`src/rtl/gf180mcu_fd_sc_mcu7t5v0_rr_arb4_pkg.sv`:
```
// Shared definitions for the four-requester round-robin arbiter:
// FSM encoding, requester count and the rotating-priority pick function.
package gf180mcu_fd_sc_mcu7t5v0_rr_arb4_pkg;

  localparam int NREQ = 4;

  typedef enum logic {
    IDLE  = 1'b0,
    GRANT = 1'b1
  } state_t;

  typedef struct packed {
    logic       valid;
    logic [1:0] idx;
  } pick_t;

  // Scans ptr, ptr+1, ... (mod 4). The loop runs backwards so the
  // candidate closest to ptr is the last one written and therefore wins.
  function automatic pick_t rr_pick(input logic [NREQ-1:0] req, input logic [1:0] ptr);
    pick_t      res;
    logic [1:0] cand;
    res = '0;
    for (int k = NREQ - 1; k >= 0; k--) begin
      cand = ptr + 2'(k);
      if (req[cand]) begin
        res.valid = 1'b1;
        res.idx   = cand;
      end
    end
    return res;
  endfunction

endpackage

```
`src/rtl/gf180mcu_fd_sc_mcu7t5v0_rr_arb4_pick4.sv`:
```
// Combinational rotating-priority encoder: first set request at or after ptr.
module gf180mcu_fd_sc_mcu7t5v0_rr_pick4
  import gf180mcu_fd_sc_mcu7t5v0_rr_arb4_pkg::*;
(
  input  logic [NREQ-1:0] req,
  input  logic [1:0]      ptr,
  output logic            valid,
  output logic [1:0]      idx
);

  pick_t pick;

  always_comb begin
    pick  = rr_pick(req, ptr);
    valid = pick.valid;
    idx   = pick.idx;
  end

endmodule

```
`src/rtl/gf180mcu_fd_sc_mcu7t5v0_rr_arb4.sv`:
```
// Four-requester round-robin arbiter with registered one-hot grant,
// break-before-make idle cycle between owners and bounded hold time.
module gf180mcu_fd_sc_mcu7t5v0_rr_arb4
  import gf180mcu_fd_sc_mcu7t5v0_rr_arb4_pkg::*;
#(
  parameter int HOLD_MAX = 15,
  parameter int CNT_W    = 4
) (
`ifdef USE_POWER_PINS
  inout  wire             VDD,
  inout  wire             VSS,
`endif
  input  logic            CLK,
  input  logic            RN,
  input  logic [NREQ-1:0] REQ,
  input  logic            DONE,
  output logic [NREQ-1:0] GNT,
  output logic [1:0]      GID,
  output logic            BUSY,
  output logic            TMO
);

  if (HOLD_MAX < 0 || HOLD_MAX >= (1 << CNT_W)) begin : g_bad_hold
    $error("HOLD_MAX must be in [0, 2**CNT_W)");
  end

  localparam bit             HOLD_EN   = (HOLD_MAX != 0);
  localparam logic [CNT_W-1:0] HOLD_LAST = HOLD_EN ? CNT_W'(HOLD_MAX - 1) : '0;

  state_t            state_reg, state_next;
  logic [1:0]        ptr_reg, ptr_next;
  logic [CNT_W-1:0]  cnt_reg, cnt_next;
  logic [NREQ-1:0]   gnt_reg, gnt_next;
  logic [1:0]        gid_reg, gid_next;
  logic              tmo_reg, tmo_next;
  logic              rel_now;

  logic              pick_valid;
  logic [1:0]        pick_idx;
  logic [NREQ-1:0]   pick_onehot;

  gf180mcu_fd_sc_mcu7t5v0_rr_pick4 u_pick (
    .req   (REQ),
    .ptr   (ptr_reg),
    .valid (pick_valid),
    .idx   (pick_idx)
  );

  for (genvar gi = 0; gi < NREQ; gi++) begin : g_dec
    assign pick_onehot[gi] = (pick_idx == 2'(gi));
  end

  always_comb begin
    state_next = state_reg;
    ptr_next   = ptr_reg;
    cnt_next   = cnt_reg;
    gnt_next   = gnt_reg;
    gid_next   = gid_reg;
    tmo_next   = 1'b0;
    rel_now    = 1'b0;
    case (state_reg)
      IDLE: begin
        if (pick_valid) begin
          gnt_next   = pick_onehot;
          gid_next   = pick_idx;
          cnt_next   = '0;
          state_next = GRANT;
        end
      end
      GRANT: begin
        // DONE outranks the timeout, so a coincident DONE never pulses TMO.
        if (DONE || !REQ[gid_reg]) begin
          rel_now = 1'b1;
        end else if (HOLD_EN && cnt_reg == HOLD_LAST) begin
          rel_now  = 1'b1;
          tmo_next = 1'b1;
        end else begin
          cnt_next = (cnt_reg == '1) ? cnt_reg : cnt_reg + 1'b1;
        end
        if (rel_now) begin
          gnt_next   = '0;
          ptr_next   = gid_reg + 2'd1;
          cnt_next   = '0;
          state_next = IDLE;
        end
      end
      default: state_next = IDLE;
    endcase
  end

  always_ff @(posedge CLK or negedge RN) begin
    if (!RN) begin
      state_reg <= IDLE;
      ptr_reg   <= '0;
      cnt_reg   <= '0;
      gnt_reg   <= '0;
      gid_reg   <= '0;
      tmo_reg   <= 1'b0;
    end else begin
      state_reg <= state_next;
      ptr_reg   <= ptr_next;
      cnt_reg   <= cnt_next;
      gnt_reg   <= gnt_next;
      gid_reg   <= gid_next;
      tmo_reg   <= tmo_next;
    end
  end

  assign GNT  = gnt_reg;
  assign GID  = gid_reg;
  assign BUSY = |gnt_reg;
  assign TMO  = tmo_reg;

endmodule
```
`config.mk`:
```
export PLATFORM = sky130hd
export DESIGN_NAME = gf180mcu_fd_sc_mcu7t5v0_rr_arb4
export DESIGN_NICKNAME = d
export VERILOG_FILES = /design/src/rtl/gf180mcu_fd_sc_mcu7t5v0_rr_arb4_pkg.sv /design/src/rtl/gf180mcu_fd_sc_mcu7t5v0_rr_arb4_pick4.sv /design/src/rtl/gf180mcu_fd_sc_mcu7t5v0_rr_arb4.sv
export SDC_FILE = /design/constraint.sdc
export NUM_CORES = 1
export LEC_CHECK = 0
export ABC_AREA = 1
export ABC_CLOCK_PERIOD_IN_PS = 4300
export CELL_PAD_IN_SITES_DETAIL_PLACEMENT = 0
export CELL_PAD_IN_SITES_GLOBAL_PLACEMENT = 1
export CORE_MARGIN = 5
export CORE_UTILIZATION = 25
export CTS_CLUSTER_SIZE = 25
export DETAILED_ROUTE_END_ITERATION = 6
export PLACE_DENSITY = 0.64
export SLEW_MARGIN = 30
export SYNTH_ARGS = -nofsm -noshare
export SYNTH_HDL_FRONTEND = slang
export SYNTH_SLANG_ARGS = --single-unit
```
`constraint.sdc`:
```
create_clock -name CLK -period 4.3 [get_ports CLK]
set_input_delay 0.43 -clock CLK [delete_from_list [all_inputs] [get_ports CLK]]
set_output_delay 0.43 -clock CLK [all_outputs]
set_load 0.02 [all_outputs]
```
Word level (Yosys, flattened, before mapping)
Cells that the tools add are included.
{"block": "word_totals", "regBits": 14, "inputBits": 7, "out_inout_bits": 8}
{"block": "op_classes", "add_sub_neg": 5, "order_cmp": 5, "eq_ne": 10, "mux": 31, "bitwise": 1, "n_reduce_logical": 8}
{"op": "4-bit two-way mux", "count": 7}
{"op": "4-bit case mux with 2 select lines", "count": 2}
{"op": "2-bit by 3-bit < comparator with 1-bit output, second input constant", "count": 5}
{"op": "1-bit two-way mux", "count": 12}
{"op": "3-bit two-way mux", "count": 4}
{"op": "1-bit binary-select mux with 2-bit select", "count": 5}
{"op": "3-bit by 2-bit != test with 1-bit output, second input constant", "count": 3}
{"op": "4-bit == test, second input constant", "count": 2}
{"op": "2-bit AND reduction", "count": 3}
{"op": "2-bit by 1-bit adder with 2-bit output, second input constant", "count": 2}
{"op": "2-bit adder, second input constant", "count": 2}
{"op": "4-bit by 1-bit adder with 4-bit output, second input constant", "count": 1}
{"op": "2-bit == test, second input constant", "count": 2}
{"op": "2-bit by 1-bit != test with 1-bit output, second input constant", "count": 2}
{"op": "4-bit AND reduction", "count": 1}
{"op": "4-bit OR reduction", "count": 1}
{"op": "2-bit by 1-bit == test with 1-bit output, second input constant", "count": 1}
{"op": "2-bit logical NOT", "count": 1}
{"op": "1-bit case mux with 2 select lines", "count": 1}
{"op": "1-bit logical NOT", "count": 1}
{"op": "1-bit logical OR", "count": 1}
{"op": "1-bit NOT", "count": 1}

Depth between registers and ports, before layout
Gate-level depths: netlist of run 1.
{"block": "logic_depth", "ltp_word": 10, "mapped_depth": 13, "mapped_depth_nobuf": 12}

Hierarchy
Synthesis of run 1 repeated with hierarchy kept, for this count alone.
{"block": "hier_totals", "cells_unflattened": 127, "area_unflattened_um2": 923.4}
{"module": "gf180mcu_fd_sc_mcu7t5v0_rr_arb4", "n_inst": 1, "cells_each": 85, "area_per_inst_um2": 730.7, "seq_area_each_um2": 350.3}
{"module": "gf180mcu_fd_sc_mcu7t5v0_rr_pick4", "n_inst": 1, "cells_each": 42, "area_per_inst_um2": 192.7, "seq_area_each_um2": 0.0}

Worst setup path after synthesis of run 1
Ideal clock, no wire load.
{"block": "synth_timing", "path_kind": "reg2out", "startpoint": "register gnt_reg[1], in the netlist GNT[1]", "endpoint": "output BUSY", "t_arrival_ns": 1.097, "t_required_ns": 3.870, "setup_slack_ns": 2.773, "stages_incl_launch_ff": 2, "path_cell_list": "dfrtp_1 or4_1"}
{"block": "synth_between", "elab_chain_len": 1}
{"element": "start: declaration", "line_no": "gf180mcu_fd_sc_mcu7t5v0_rr_arb4.sv:33", "rtl": "logic [NREQ-1:0] gnt_reg, gnt_next;"}
{"element": "start signal: assignment", "line_no": "gf180mcu_fd_sc_mcu7t5v0_rr_arb4.sv:103", "rtl": "gnt_reg <= gnt_next;"}
{"element": "4-bit OR reduction", "line_no": "gf180mcu_fd_sc_mcu7t5v0_rr_arb4.sv:111", "rtl": "assign BUSY = |gnt_reg;"}
{"element": "end: declaration", "line_no": "gf180mcu_fd_sc_mcu7t5v0_rr_arb4.sv:19", "rtl": "output logic BUSY,"}
Every way passes these cells.

Worst setup path after layout of run 1
Same ends and word-level chain as after synthesis.

==> summary.txt, run 1 <==
Final Total Pwr: 927 uW
# port buffers: 14
Clk_lat worst skew: 0.25 ns
Post-CTS setup buffer count: 0
Critical Path RT: 3.87 ns
Largest area contributor in the netlist: dfrtp_1
Clock Tree Buf Depth: 2
Global-route wire length before repair: 4.04 mm
Non-Filler Instances: 203
Vias: 881
H-tree depth: 1
Syn nets: 145
Cells after DPL: 199
Cts repair resizes: 0
Hold Path Stages: 2
WP data arrival: 1.69 ns
Root Driver: clkbuf_8
Synth unique cells: 28
Critical path class: reg -> out
Ys flop type: dfrtp_1
Fin crit share: 49.3%
Final core occ: 31.6%
GRT overflow: 0
Share of the yosys chip area belonging to registers: 35.1%
Initial antenna violation count: 0
Setup slack, reg-to-reg: 2.70 ns
Inserted Clock Buffers: 3
Rel. slew slack: 57.6%
Crit path max fanout: 3
Via density: 4.34
Setup crit start kind: flip-flop
FP Rows: 23
Seq cells post-synth: 14
Share of post-route cells with drive strength above 1: 19.0%
Initial DRC count: 30
Post-synth EDFFs: 0
Vias in the first global route: 881
Synth warnings: 0
Post-Route WL: 2.19 mm
VDD IR max: 0.225 mV
Reg2reg path depth: 11
Final Skew: 0.00293 ns
Status: completed
# nets final: 163
I/O pins: 15
DRC: 0
Gp weighted congestion: 0.821
Worst r2r dst: GNT[1]
Final worst path period need: 2.12 ns
Core ar.: 3940 sq um
Leak pwr: 0.644 nW
First drt pass iteration count: 6
# diodes: 0
FFs w/ async S/R, synth: 100%
Setup WS pre-CTS: 2.38 ns
Syn_area_per_cell: 7.34 sq um
# fillers: 407
Hold_sp: GNT[3]
CTS tree: built
Yosys top cell area share: 35.1%
Final HPWL DP: 1.78 mm
Synth area leaders: dfrtp_1 (35%), nand2_1 (17%), nand3_1 (10%)
R2r startpoint: ptr_reg[0]
Pins Over Slew Limit: 0
CTS clk-pin slew, worst paths: 0.06 ns
RSZ-0062 raised after global routing: no
F_max: 472 MHz
Final hold violations: 0
GRT Overall Usage: 9.56%
Hold Path Class: reg -> reg
Wirelength per Cell: 10.8 microns
Actual slew at the worst max-slew pin: 0.634 ns
MaxCap Viol Count: 0
Clock Sink Count: 14
Post-DRT Antenna Nets: 0
Final worst slack: 2.18 ns
Synth cell count leaders: nand2_1 (45), nand3_1 (20), dfrtp_1 (14)
Dominant cell by count in the synthesized netlist: nand2_1
Hold_buf cts: 0
Post-Syn Instances: 136
Mapped cell area: 998 sq um
Critical path endpoint category: output port
Setup TNS Final: 0 ns
Die H: 73.2 microns
Largest net degree at the start of global routing: 15
PD cells: 745 nW/um^2
Syn-to-layout area delta: 24.7%
Die area: 5360 sq um
Starting density of the core: 25.3%
Final setup fails: 0
Chip width: 73.2 microns
Hold Path End: GNT[3]
## worst max-delay path: stages (launching register included)
cell,delay (ns)
dfrtp_1,0.39
or4_1,0.51
clkdlybuf4s50_1,0.55
## cell families after synthesis
family          synth area share [%]
xor+xnor                        2.63
buf+inv                         7.90
compound gates                  6.14
flops                           35.1
simple gates                    45.7
fa+ha+maj                       2.51
## stage by stage
| stage | instance area [sq um] | hold slack (ns) |
|---|---|---|
| floorplan | 998 | 0.134 |
| global placement | 1190 | 0.520 |
| CTS | 1240 | 0.544 |
| detailed placement | 1190 | 0.528 |
| finish | 1240 | 0.538 |
| global route | 1240 | 0.567 |
## cell type report
type / instances / area [sq um] / share of cell area [%]
Sequential cell: 14 / 350 / 28.1
Multi-Input combinational cell: 105 / 569 / 45.7
Inverter: 16 / 67.6 / 5.43
Clock buffer: 4 / 55.1 / 4.42
Tap cell: 50 / 62.6 / 5.03
Timing Repair Buffer: 14 / 140 / 11.3
## report_power, final
part,internal [mW],switching [mW]
sequential,0.173,0.0671
combinational,0.212,0.346
clock,0.0811,0.0479
total,0.466,0.461
## worst max-delay path by stage
| stage | from | slack (ns) | endpoint | depth (start not counted) |
|---|---|---|---|---|
| finish | GNT[1] | 2.18 | BUSY | 2 |
| global placement | REQ[1] | 2.38 | GNT[0] | 11 |
| detailed placement | REQ[2] | 2.38 | GNT[1] | 10 |
| floorplan | GNT[1] | 2.77 | BUSY | 1 |
| CTS | GNT[1] | 2.16 | BUSY | 2 |
| global route | GNT[1] | 2.12 | BUSY | 2 |
## layer usage
metal	share of wire (%)	track usage (%)	routed length, microns	vias up
li1	-	-	-	466
met5	0	0	0	-
met4	0.96	3.07	21	0
met3	3.8	2.62	84	4
met1	44	11.6	959	397
met2	51	16.3	1120	14
## layout by cell type, fill, tap and decap left out, types with 2 or more instances in the layout
cell type        netlist  final
clkbuf_8               0      4
clkdlybuf4s50_1        0     14
dfrtp_1               14     14
ha_1                   2      2
inv_1                 11     11
inv_2                  3      3
nand2_1               45     45
nand2_2               12     12
nand3_1               20     20
nand4_1                2      2
nor2_1                 6      6
o21ai_0                2      2
xor2_1                 2      2
(Power assumes the default switching activity.)
==> run 2, diff against run 1 <==
- ABC_CLOCK_PERIOD_IN_PS: 4300 -> 1900
- PLACE_DENSITY: 0.64 -> 0.66
- clock period: 4.3 -> 1.9 ns (I/O delays scaled with it)
==> summary.txt, run 2 (synthesized netlist as in run 1, its figures left out) <==
First drt pass iteration count: 4
PD cells: 1670 nW/um^2
Final worst slack: 0.218 ns
Share of post-route cells with drive strength above 1: 19.0%
Hold Path Class: in -> async
Commonest non-fill, non-tap cell in the layout: nand2_1
Core ar.: 3940 sq um
CTS tree: built
MaxCap Viol Count: 0
Critical-path top delay cell: or4_1
Final Skew: 0.00266 ns
Post-Route WL: 2.15 mm
Fin crit share: 88.5%
GRT overflow: 0
CP Launch Point: GNT[1]
Final Total Pwr: 2.08 mW
H-tree depth: 1
Highest cell delay on the worst timing path: 0.52 ns
Chip width: 73.2 microns
Gp weighted congestion: 0.824
Reg2reg path depth: 11
Setup crit start kind: flip-flop
Initial antenna violation count: 0
Final HPWL DP: 1.80 mm
GRT Overall Usage: 8.95%
Setup slack, reg-to-reg: 0.28 ns
Via density: 4.46
VDD IR max: 0.557 mV
Vias: 905
Final hold violations: 0
Die area: 5360 sq um
Clock Tree Buf Depth: 2
Post-DRT Antenna Nets: 0
# nets final: 163
Status: completed
Final worst path period need: 1.68 ns
Starting density of the core: 25.3%
Initial DRC count: 24
Root Driver: clkbuf_8
Clk_lat worst skew: 0.24 ns
Critical path endpoint category: output port
DRC: 0
CP Cell Sequence: or4_1 > dlygate4sd2_1
# port buffers: 14
Die H: 73.2 microns
Global-route wire length before repair: 3.88 mm
Leak pwr: 0.645 nW
Critical Path RT: 1.71 ns
Syn-to-layout area delta: 24.6%
Hold_buf cts: 0
Clock Sink Count: 14
Actual slew at the worst max-slew pin: 0.625 ns
FP Rows: 23
Setup WS pre-CTS: 0.209 ns
# diodes: 0
Pins Over Slew Limit: 0
RSZ-0062 raised after global routing: no
Cts repair resizes: 1
Commonest cells after routing, fill and taps aside: nand2_1 (45), nand3_1 (20), dfrtp_1 (14)
I/O pins: 15
Setup TNS Final: 0 ns
WP data arrival: 1.49 ns
Inserted Clock Buffers: 3
Largest net degree at the start of global routing: 15
Final core occ: 31.5%
F_max: 595 MHz
Rel. slew slack: 58.2%
Vias in the first global route: 937
Wirelength per Cell: 10.6 microns
Critical path class: reg -> out
R2r startpoint: ptr_reg[0]
Crit path max fanout: 3
Final setup fails: 0
CTS clk-pin slew, worst paths: 0.06 ns
Post-CTS setup buffer count: 0
[run 2: cell types whose count changed in the layout (fill, tap and decap cells not counted)]
cell,before,now
clkdlybuf4s50_1,14,13
dlygate4sd2_1,0,1
[run 2: final cells by class]
class | instances | area, sq um
Multi-Input combinational cell | 105 | 569
Sequential cell | 14 | 350
Inverter | 16 | 67.6
Timing Repair Buffer | 14 | 139
Tap cell | 50 | 62.6
Fill cell | 420 | 2700
Clock buffer | 4 | 55.1
[run 2: layer usage]
layer  vias to the layer above  GRT usage [%]  wire, microns
li1                        466              -              -
met4                         0           2.87             10
met5                         -              0              0
met1                       424           10.5            974
met3                         2           1.65             74
met2                        13           16.2           1090
[run 2: worst paths after layout]
path,endpoint
hold reg to reg,GNT[2]
setup reg to reg,GNT[3]
hold / removal,cnt_reg[3]
min in group CLK,GNT[2]
setup / recovery,BUSY
max in group asynchronous,GNT[3]
[run 2: worst max-delay path: cells and delay by family, from the launching register on]
kind	cells	cell delay, ns
buffers and inverters	1	0.34
flip-flops	1	0.39
AND/OR/NAND/NOR	1	0.52
[run 2: through the flow]
stage                     std cells  instance area [sq um]  hold slack (ns)
after global routing            203                   1240            0.391
after global placement          199                   1190            0.519
final                           203                   1240            0.340
after detailed placement        199                   1190            0.517
after CTS                       203                   1240            0.367
after floorplan                 136                    998           -0.106
[run 2: where the power goes]
part | switching [mW] | internal, mW | total [mW]
combinational | 0.783 | 0.469 | 1.25
sequential | 0.154 | 0.392 | 0.546
clock | 0.101 | 0.183 | 0.284
total | 1.04 | 1.04 | 2.08
